--- config.mk ---
export PLATFORM = sky130hd
export DESIGN_NAME = debounce_bank
export DESIGN_NICKNAME = d
export VERILOG_FILES = /design/src/rtl/debounce_bank.sv
export SDC_FILE = /design/constraint.sdc
export NUM_CORES = 1
export LEC_CHECK = 0
export CELL_PAD_IN_SITES_DETAIL_PLACEMENT = 0
export CELL_PAD_IN_SITES_GLOBAL_PLACEMENT = 1
export CORE_UTILIZATION = 26
export CTS_BUF_LIST = sky130_fd_sc_hd__clkbuf_8
export CTS_CLUSTER_DIAMETER = 40
export DETAILED_ROUTE_END_ITERATION = 8
export PLACE_DENSITY = 0.64
export SYNTH_ARGS = -nofsm -noshare
export SYNTH_HDL_FRONTEND = slang
export SYNTH_SLANG_ARGS = --single-unit
export TNS_END_PERCENT = 30
--- constraint.sdc ---
create_clock -name clk -period 2.2 [get_ports clk]
set_input_delay 0.44 -clock clk [delete_from_list [all_inputs] [get_ports clk]]
set_output_delay 0.44 -clock clk [all_outputs]
set_load 0.01 [all_outputs]
--- src/rtl/debounce_bank.sv ---
// Multi-channel debouncer: two-flop synchroniser, shared prescaler sample tick and
// per-channel agreement counter, with edge strobes and sticky change flags.
module debounce_bank #(
    parameter int              CH   = 8,
    parameter int              DIV  = 50000,
    parameter int              CNT  = 4,
    parameter logic [CH-1:0]   INIT = {CH{1'b1}}
) (
    input  logic          clk,
    input  logic          reset,
    input  logic [CH-1:0] sig_i,
    input  logic [CH-1:0] evt_clr_i,
    output logic [CH-1:0] sig_o,
    output logic [CH-1:0] rise_o,
    output logic [CH-1:0] fall_o,
    output logic [CH-1:0] evt_o,
    output logic          tick_o
);

    localparam int            PW       = (DIV > 1) ? $clog2(DIV) : 1;
    localparam int            CW       = $clog2(CNT + 1);
    localparam logic [PW-1:0] PRE_LAST = PW'(DIV - 1);
    localparam logic [CW:0]   CNT_LAST = (CW + 1)'(CNT);

    logic [PW-1:0] presc_p0;
    logic [CH-1:0] sync_p0;
    logic [CH-1:0] sync_p1;
    logic [CW-1:0] cnt_p2 [CH];
    logic [CH-1:0] flip;

    // Stage 0: shared prescaler producing the registered sample strobe
    always_ff @(posedge clk) begin
        if (reset) begin
            presc_p0 <= '0;
            tick_o   <= 1'b0;
        end else begin
            tick_o   <= (presc_p0 == PRE_LAST);
            presc_p0 <= (presc_p0 == PRE_LAST) ? '0 : presc_p0 + 1'b1;
        end
    end

    // Stage 0/1: two-flop synchroniser for the asynchronous inputs
    always_ff @(posedge clk) begin
        if (reset) begin
            sync_p0 <= INIT;
            sync_p1 <= INIT;
        end else begin
            sync_p0 <= sig_i;
            sync_p1 <= sync_p0;
        end
    end

    // A channel flips on the tick that completes CNT consecutive disagreeing samples
    always_comb begin
        flip = '0;
        for (int n = 0; n < CH; n++) begin
            if (tick_o && (sync_p1[n] != sig_o[n]) &&
                (({1'b0, cnt_p2[n]} + 1'b1) >= CNT_LAST)) begin
                flip[n] = 1'b1;
            end
        end
    end

    // Stage 2: counters, debounced level, strobes and sticky flags
    always_ff @(posedge clk) begin
        if (reset) begin
            sig_o  <= INIT;
            rise_o <= '0;
            fall_o <= '0;
            evt_o  <= '0;
            for (int n = 0; n < CH; n++) begin
                cnt_p2[n] <= '0;
            end
        end else begin
            sig_o  <= sig_o ^ flip;
            rise_o <= flip & sync_p1;
            fall_o <= flip & ~sync_p1;
            // A new strobe wins over a simultaneous clear
            evt_o  <= flip | (evt_o & ~evt_clr_i);
            for (int n = 0; n < CH; n++) begin
                if (tick_o) begin
                    if ((sync_p1[n] == sig_o[n]) || flip[n]) begin
                        cnt_p2[n] <= '0;
                    end else begin
                        cnt_p2[n] <= cnt_p2[n] + 1'b1;
                    end
                end
            end
        end
    end

endmodule

# After elaboration in Yosys (flattened, before gate mapping)
# Memories as Yosys holds them, arrays and structs flattened.
# Index checks and enable logic that the tools add are counted.
# word_totals
regBits	65
mem_bits_rw	24
inputBits	18
out_inout_bits	33
mem_count	1
# classes
n_addsub	17
magnitude_cmp	8
n_eq_ne	17
muxes	90
bitwise	23
n_reduce_logical	25
# mem_list
memory	words	width	rd	rd_ports_with_merged_regs	wr	line	text
cnt_p2	8	3	8	0	8	28	logic [CW-1:0] cnt_p2 [CH];
# ops
cell	count
two-way mux 1 bit	74
two-way mux 3 bit	16
adder 3 x 1 -> 4 bit, second input constant	8
greater-or-equal comparator 4 x 3 -> 1 bit, second input constant	8
adder 3 x 1 -> 3 bit, second input constant	8
bitwise AND 8 bit	3
adder 16 x 1 -> 16 bit, second input constant	1
equality test 16 bit, second input constant	1
logical AND 1 bit	16
NOT 8 bit	2
bitwise OR 1 bit	16
equality test 1 bit	8
logical OR 1 bit	8
!= test 1 bit	8
bitwise OR 8 bit	1
bitwise XOR 8 bit	1
OR reduction 2 bit	1

# Depth between registers and ports, before layout
# logic_depth
word_depth	11
ltp_mapped	6
ltp_nobuf	5

# Worst setup path before layout
# No wires, ideal clock.
# synth_timing
path_type	input port to flip-flop
from	input port reset
to	memory cnt_p2[0][0] (netlist name) (enable)
arrival_time_ns	1.358
required_time_ns	1.819
setup_slack_ns	0.461
path_stages	3
path_cell_list	buf_2 -> clkinv_1 -> nand2_1
# synth_rtl
item	line	text
start, declared	10	input logic reset,
end, declared	28	

# Worst setup path after layout
# layout_timing
from	register tick_o
to	output port tick_o
# layout_rtl
item	line	text
start, declared	17	output logic tick_o
start signal, assigned	37	tick_o <= (presc_p0 == PRE_LAST);
# No word-level cell between the ends.

==> report_table.html <==
<table>
<tr><th>Metric</th><th>Value</th></tr>
<tr><th colspan="2">Run status</th></tr>
<tr><td>Result of the run</td><td>finished, final reports clean</td></tr>
<tr><th colspan="2">Critical path</th></tr>
<tr><td>CP Capture Type</td><td>output pin</td></tr>
<tr><td>Crit path buffers/inverters</td><td>1</td></tr>
<tr><td>Data required time of the critical path</td><td>1760 ps</td></tr>
<tr><td>Critical Path, Cell by Cell</td><td>clkdlybuf4s50_1</td></tr>
<tr><td>Worst-path cell with the longest stage delay</td><td>sky130_fd_sc_hd__clkdlybuf4s50_1</td></tr>
<tr><td>Kind of start point of the critical path</td><td>flip-flop</td></tr>
<tr><td>Worst path max stage delay</td><td>610 ps</td></tr>
<tr><td>Largest fanout of any net on the critical path</td><td>8</td></tr>
<tr><td>CP Data Arrival Time</td><td>1510 ps</td></tr>
<tr><td>Category of the critical setup timing path</td><td>flip-flop to output pin</td></tr>
<tr><td>Gate family responsible for the most delay along the worst path</td><td>buffers and inverters</td></tr>
<tr><th colspan="2">Yosys</th></tr>
<tr><td>Syn_area_per_cell</td><td>10.8 sq um</td></tr>
<tr><td>Top FF cell, synth</td><td>sky130_fd_sc_hd__dfxtp_1</td></tr>
<tr><td>Share of flip-flops with an asynchronous set or reset after synthesis</td><td>0</td></tr>
<tr><td>Largest area contributor in the synthesized netlist</td><td>sky130_fd_sc_hd__dfxtp_1</td></tr>
<tr><td>Number of unique standard cell types used by synthesis</td><td>44</td></tr>
<tr><td>Post-synthesis instance area</td><td>3460 sq um</td></tr>
<tr><td>Syn. warnings</td><td>0</td></tr>
<tr><td>Top-area cell type share of the netlist area</td><td>0.376</td></tr>
<tr><td>Seq cells post-synth</td><td>89</td></tr>
<tr><td>Top cells by area, synth</td><td>sky130_fd_sc_hd__dfxtp_1, sky130_fd_sc_hd__edfxtp_1, sky130_fd_sc_hd__nor2_1</td></tr>
<tr><td>Part of the Yosys area used for sequential elements</td><td>0.584</td></tr>
<tr><td>Most used standard cells in the synthesized netlist</td><td>sky130_fd_sc_hd__dfxtp_1, sky130_fd_sc_hd__nor2_1, sky130_fd_sc_hd__edfxtp_1</td></tr>
<tr><td>Gate count of the mapped netlist</td><td>322</td></tr>
<tr><td>Number of flops mapped to enable cells by yosys</td><td>24</td></tr>
<tr><td>Dominant cell by count in the synthesized netlist</td><td>sky130_fd_sc_hd__dfxtp_1</td></tr>
<tr><th colspan="2">Power and ir drop</th></tr>
<tr><td>Total power draw</td><td>2.91 mW</td></tr>
<tr><td>Relative contribution of combinational cells to total power</td><td>0.044</td></tr>
<tr><td>Psw</td><td>637 uW</td></tr>
<tr><td>Switching share of power</td><td>0.219</td></tr>
<tr><td>Internal Power</td><td>2.27 mW</td></tr>
<tr><td>Leakage Power</td><td>1.59 nW</td></tr>
<tr><td>Pwr Density</td><td>661 nW/um^2</td></tr>
<tr><td>Sequential Power Share</td><td>0.598</td></tr>
<tr><td>Worst supply voltage drop on vdd</td><td>0.285 mV</td></tr>
<tr><td>Clock network power share</td><td>0.358</td></tr>
<tr><th colspan="2">Placed design</th></tr>
<tr><td>RePlAce Congestion</td><td>0.719</td></tr>
<tr><td>Placed wire-length estimate after detailed placement</td><td>4780 um</td></tr>
<tr><td>IO buf count</td><td>50</td></tr>
<tr><th colspan="2">Global route</th></tr>
<tr><td>Met1 usage in global routing</td><td>0.128</td></tr>
<tr><td>Maximum number of pins on one net before global-route repair</td><td>33</td></tr>
<tr><td>Global-route wire length before repair</td><td>11400 um</td></tr>
<tr><td>Global routing's busiest layer</td><td>met2</td></tr>
<tr><td>Grt met2 use</td><td>0.169</td></tr>
<tr><td>GRT Total Usage</td><td>0.106</td></tr>
<tr><td>Vias in the first global route</td><td>2329</td></tr>
<tr><td>Initial antenna violation count</td><td>0</td></tr>
<tr><td>Total congestion overflow after global routing</td><td>0</td></tr>
<tr><td>Global Route met3 Usage</td><td>0.0360</td></tr>
<tr><th colspan="2">Detailed routing</th></tr>
<tr><td>Final antenna-violating net count</td><td>0</td></tr>
<tr><td>Total iterations of the first detailed-routing run</td><td>6</td></tr>
<tr><td>Wire length after detailed routing</td><td>6760 um</td></tr>
<tr><td>Number of DRC markers in iteration 0</td><td>61</td></tr>
<tr><td>Routed via count</td><td>2427</td></tr>
<tr><td>Routed via count divided by cell count</td><td>4.28</td></tr>
<tr><td>WL/cell</td><td>11.9 um</td></tr>
<tr><td>Post-detailed-route DRC marker count</td><td>0</td></tr>
<tr><th colspan="2">Cells and area</th></tr>
<tr><td>Final antenna diode count</td><td>0</td></tr>
<tr><td>Share of post-route cells with drive strength above 1</td><td>0.122</td></tr>
<tr><td>Area overhead of the layout relative to synthesis</td><td>27.2%</td></tr>
<tr><td>Layout Nets</td><td>417</td></tr>
<tr><th colspan="2">Clock network</th></tr>
<tr><td>Total number of H-tree levels</td><td>3</td></tr>
<tr><td>Post-cts hold buffer count</td><td>0</td></tr>
<tr><td>Clock root buffer</td><td>sky130_fd_sc_hd__clkbuf_8</td></tr>
<tr><td>Clock Tree Buf Depth</td><td>2</td></tr>
<tr><td>Post CTS Setup Buffer Count</td><td>0</td></tr>
<tr><td>Clock slew seen by the registers of the worst setup and hold paths</td><td>90 ps</td></tr>
<tr><td>CTS tree</td><td>yes</td></tr>
<tr><td>Clk sinks</td><td>89</td></tr>
<tr><td>Clock insertion delay at the later pin of the skew report</td><td>360 ps</td></tr>
<tr><td>Post-cts sizing count</td><td>0</td></tr>
<tr><td>Number of buffers created by CTS</td><td>9</td></tr>
<tr><th colspan="2">Timing</th></tr>
<tr><td>Pins Over Slew Limit</td><td>0</td></tr>
<tr><td>Achievable frequency</td><td>512 MHz</td></tr>
<tr><td>Setup-violating endpoint count in the final report</td><td>0</td></tr>
<tr><td>Final Hold Violating Endpoints</td><td>0</td></tr>
<tr><td>Shortest period the worst path allows</td><td>1950 ps</td></tr>
<tr><td>Worst Clk Skew</td><td>10.1 ps</td></tr>
<tr><td>Final clock period utilization by the worst path</td><td>0.888</td></tr>
<tr><td>RSZ-0062 raised after global routing</td><td>false</td></tr>
<tr><td>Transition time at the pin with the least slew margin</td><td>537 ps</td></tr>
<tr><td>Sum of negative setup slack</td><td>0 ps</td></tr>
<tr><td>Remaining max-slew budget at the tightest pin</td><td>0.642</td></tr>
<tr><th colspan="2">Die</th></tr>
<tr><td>Horizontal extent of the die</td><td>117 um</td></tr>
<tr><td>Core area</td><td>12800 sq um</td></tr>
<tr><td>Overall die height</td><td>117 um</td></tr>
<tr><td>Starting density of the core</td><td>0.270</td></tr>
<tr><td>Die Area</td><td>13800 sq um</td></tr>
<tr><td>Row count</td><td>41</td></tr>
<tr><td>I/O Pins</td><td>51</td></tr>
<tr><th colspan="2">Hold path</th></tr>
<tr><td>Hold WC Path Type</td><td>flip-flop to flip-flop</td></tr>
<tr><th colspan="2">Flow run</th></tr>
<tr><td>Maximum Capacitance Violations</td><td>0</td></tr>
</table>
[flip-flops by register name (all words and copies together), names as in the netlist]
name and cells:
tick_o 1, evt_o 8, sync_p0 8, fall_o 8, presc_p0 16, sync_p1 8, sig_o 8, rise_o 8
cnt_p2 24
[worst paths after layout]
path                   to  depth (start not counted)        from  slack (ps)
max                tick_o                          1      tick_o         250
min            sync_p1[1]                          1  sync_p0[1]         410
max reg2reg  cnt_p2[0][4]                          4      tick_o         460
min reg2reg    sync_p1[1]                          1  sync_p0[1]         410
[routing by layer]
layer	wire (um)	share of wire
met4	122	0.018
met1	3240	0.48
met3	299	0.044
met2	3090	0.46
met5	0	0
[cells by family (layout without fill, tap and decap cells)]
kind of cell             after synthesis  count (layout)  synth area share
buffers and inverters                 22              88            0.0253
AO/OA/AOI/OAI                         37              37            0.0712
AND/OR/NAND/NOR                      140             140             0.225
XOR/XNOR                              24              24            0.0607
flip-flops                            89              89             0.584
other                                  1               8           0.00108
adder cells (fa/ha/maj)                9               9            0.0325
[cell type report]
type,count,area (sq um)
clock buffers,12,165
clock inverters,4,20.0
fillers,1328,8420
inverters,17,63.8
multi-input cells,218,1380
flip-flops and latches,89,2020
well taps,172,215
repair buffers,55,538
[power groups by stage]
stage | Clock, mW | Combinational, mW | Sequential (mW)
after floorplan | 0 | 0.0770 | 1.77
final | 1.04 | 0.128 | 1.74
after CTS | 1.10 | 0.131 | 1.74
after global routing | 1.15 | 0.146 | 1.75
after global placement | 0 | 0.126 | 1.78
after detailed placement | 0 | 0.130 | 1.78
[through the flow]
stage                     utilization  cells  worst slack, ps  cell area, sq um  hold WS [ps]
after floorplan                     -    329              461              3490           389
after global placement          0.329    551              201              4220           393
after detailed placement        0.329    551              158              4220           393
after CTS                       0.343    567              214              4400           413
after global routing            0.343    567              185              4400           424
final                           0.343    567              247              4400           410
[placed cells by master (no fill, tap or decap), types with 9 or more instances in the layout]
cell type                         synthesis  final
sky130_fd_sc_hd__clkbuf_8                 0     12
sky130_fd_sc_hd__or2_2                   16     16
sky130_fd_sc_hd__nand2_1                 16     16
sky130_fd_sc_hd__edfxtp_1                24     24
sky130_fd_sc_hd__nor2_1                  39     39
sky130_fd_sc_hd__clkdlybuf4s50_1          0     50
sky130_fd_sc_hd__a21oi_1                  9      9
sky130_fd_sc_hd__dfxtp_1                 65     65
sky130_fd_sc_hd__xor2_1                  11     11
sky130_fd_sc_hd__ha_1                     9      9
sky130_fd_sc_hd__nand3_1                 15     15
sky130_fd_sc_hd__inv_1                   15     17
sky130_fd_sc_hd__xnor2_1                 13     13
Note: power is estimated with default switching activity, not from simulation.
